File: src/rtl/even_count_checker_err_sat.sv
// Saturating event counter: counts inc pulses and holds at all-ones.
module err_sat_counter #(
    parameter int ERRW = 8
) (
    input  logic            clk,
    input  logic            reset,
    input  logic            inc,
    output logic [ERRW-1:0] count
);

    always_ff @(posedge clk) begin
        if (reset) begin
            count <= '0;
        end else if (inc && (count != {ERRW{1'b1}})) begin
            count <= count + ERRW'(1);
        end
    end

endmodule

File: config.mk
export PLATFORM = sky130hd
export DESIGN_NAME = err_sat_counter
export DESIGN_NICKNAME = d
export VERILOG_FILES = /design/src/rtl/even_count_checker_err_sat.sv
export SDC_FILE = /design/constraint.sdc
export NUM_CORES = 1
export LEC_CHECK = 0
export CORE_AREA = 3 3 40 42
export DETAILED_ROUTE_END_ITERATION = 10
export DIE_AREA = 0 0 43 45
export PLACE_DENSITY = 0.69
export SLEW_MARGIN = 0
export SYNTH_ARGS = -nofsm -noshare
export SYNTH_HDL_FRONTEND = slang
export SYNTH_SLANG_ARGS = --single-unit
File: constraint.sdc
create_clock -name clk -period 2.6 [get_ports clk]
set_input_delay 0.78 -clock clk [delete_from_list [all_inputs] [get_ports clk]]
set_output_delay 0.78 -clock clk [all_outputs]
set_load 0.01 [all_outputs]
==> impl_results.md <==
* Status: complete, no violations
* PostCTS Resize Cnt at 0
* Final core occ at 43.6%
* Max-cap viol count at 0
* First DRT Iteration DRCs at 7
* CP cell instances: clkdlybuf4s50_1
* Post-route ant nets at 0
* CP arrival at 1290 ps
* Worst Path Buf+Inv at 1
* Worst slew pin tran at 293 ps
* Biggest register: count
* Row count at 13
* Largest regs: count: 8 flops
* Worst Path Max Fanout at 8
* Drt drc at 0
* WL final at 976 um
* Required @ worst endpoint at 1820 ps
* Flops & latches, synth at 8
* Setup crit end kind: output port
* Leak at 0.200 nW
* Delay-heaviest family, CP: buffers and inverters
* Final Power at 253 uW
* Combinational fraction of design power at 10.0%
* R2R setup slack at 1150 ps
* Sw Ratio at 23.6%
* Avg WL per Cell at 13.4 um
* First-pass iteration count of the detailed router at 4
* Pin count of the biggest net entering global routing at 9
* Register area share after synthesis at 37.2%
* Most frequent cells in the layout: clkdlybuf4s50_1 (10), dfxtp_1 (8), a21oi_1 (5), nand2_1 (5), clkbuf_4 (3)
* Worst R2R Start: count[0]
* Die width at 43 um
* RSZ-0062 raised after global routing: no
* Share of cells above drive strength 1 at 13.8%
* Post-Synthesis Cells at 46
* Master of the slowest instance on the critical path: clkdlybuf4s50_1
* Hold wc startpoint: count[1]
* Vias after detailed routing at 397
* CTS Sinks at 8
* Num ports at 11
* Worst Hold Depth at 2
* Max Slew Vio Count at 0
* Worst VDD drop at 0.211 mV
* Final worst slack at 528 ps
* Gpl congestion at 0.731
* Worst Hold Path EP: count[1]
* Starting density of the core at 33.5%
* Synthesized area per cell at 9.36 um2
* Seq pwr share at 51.4%
* Fin crit period at 2070 ps
* Final Cycle Share at 79.7%
* Die Ht at 45 um
* Fin. Hold Viols at 0
* Mapped Area at 430 um2
* P_sw at 59.8 uW
* Crit path kind: flip-flop to output port
* Clock power share at 38.5%
* Top post-synthesis cells by area: dfxtp_1 (37%), a21oi_1 (5.8%), a21boi_4 (4.4%)
* Critical Path Start Type: flip-flop
* P_int at 193 uW
* Dpl ws at 499 ps
* Detailed placement HPWL at 731 um
* CTS Buf Count at 3
* Commonest non-fill, non-tap cell in the layout: clkdlybuf4s50_1
* IO Port Bufs at 10
* Worst R2R Path Depth at 4
* CTS tree: built
* Worst path max stage delay at 580 ps
* H-tree levels at 1
* Biggest area consumer among synthesized cells: dfxtp_1
* Synthesis warning total at 0
* Final TNS setup at 0 ps
* Vias in the first global route at 400
* Yosys cell types at 25
* Longest Clk Path Bufs at 2
* Root buf cell: clkbuf_4
* Total GRT Usage at 12.7%
* Antenna violations before repair at 0
* Max Fclk at 483 MHz
* Area delta synth->final at 30.2%
* Clock Skew at 3.77 ps
* N_diodes at 0
* Final #Nets at 64
* Largest register FFs at 8
* Final setup viols at 0
* Pwr/cell area at 452 mW/mm2
* Min Hold Slack at 514 ps
* Share of the synthesized area in the top cell type at 37.2%
* Congestion Overflow GR at 0
* Drt via density at 5.44
* R2R Path End: count[0]
* Die area at 0.00194 mm2
* Hold_buf cts at 0
* Latest clock arrival within the worst-skew pair at 260 ps
* Number of setup buffers added after CTS at 0
* Slew margin rel. at 80.4%
* Hold Crit Class: flip-flop to flip-flop
* Mapped Nets at 50
* Worst-path clk slew at 60 ps
* First-pass GRT wire length at 1750 um
* Core ar. at 0.00128 mm2
[synth_stat cells]
| cell | n |
|---|---|
| nand3_1 | 2 |
| a21boi_0 | 1 |
| ha_1 | 1 |
| nand4_1 | 2 |
| or3_2 | 1 |
| a311oi_1 | 1 |
| mux2i_1 | 1 |
| a31oi_1 | 1 |
| nand2_1 | 5 |
| nor3_1 | 2 |
| nand2b_1 | 1 |
| and4_1 | 2 |
| a21boi_4 | 1 |
| dfxtp_1 | 8 |
| o21bai_1 | 2 |
| and2b_2 | 1 |
| a21oi_1 | 5 |
| nor2_1 | 1 |
| a211oi_1 | 2 |
| o21ai_1 | 1 |
| o311a_1 | 1 |
| mux2_4 | 1 |
| inv_1 | 1 |
| buf_6 | 1 |
| and3_4 | 1 |
[power groups by stage]
stage | sequential, mW | combinational [mW] | clock, mW
final | 0.130 | 0.0254 | 0.0976
after global routing | 0.131 | 0.0282 | 0.109
after CTS | 0.130 | 0.0258 | 0.103
after detailed placement | 0.133 | 0.0256 | 0
after global placement | 0.133 | 0.0250 | 0
after floorplan | 0.133 | 0.0108 | 0
[cells by family (layout without fill, tap and decap cells)]
kind of cell | count (synthesis) | after routing | share of synthesized area (%)
mux | 2 | 2 | 5.81
simple gates | 18 | 18 | 24.7
flops | 8 | 8 | 37.2
compound gates | 15 | 15 | 25.9
buf+inv | 2 | 14 | 3.49
fa+ha+maj | 1 | 1 | 2.91
[per-stage QoR]
stage               std cells  instance area, um2
floorplan                  46                 430
global placement           70                 538
detailed placement         70                 538
CTS                        73                 561
global route               73                 561
finish                     73                 561
[layer usage]
| metal | track usage (%) | up-vias | routed length, um |
|---|---|---|---|
| met5 | 0 | - | 0 |
| met1 | 15.5 | 183 | 470 |
| li1 | - | 202 | - |
| met3 | 5.18 | 2 | 59 |
| met2 | 17.4 | 10 | 422 |
| met4 | 10.2 | 0 | 23 |
[area by class of cell]
class,count,area [um2]
repair buffers,10,100
well taps,15,18.8
fillers,127,724
flip-flops and latches,8,160
multi-input cells,36,255
inverters,1,3.75
clock buffers,3,22.5
[worst max-delay path by stage]
stage              from       end  slack [ps]  cells past startpoint
2_1_floorplan       inc  count[3]        1160                      3
3_3_place_gp        inc  count[3]         530                      4
3_5_place_dp        inc  count[3]         500                      4
4_1_cts        count[3]  count[3]         520                      1
5_1_grt        count[3]  count[3]         450                      1
6_report       count[3]  count[3]         530                      1
Note: power is estimated with default switching activity, not from simulation.
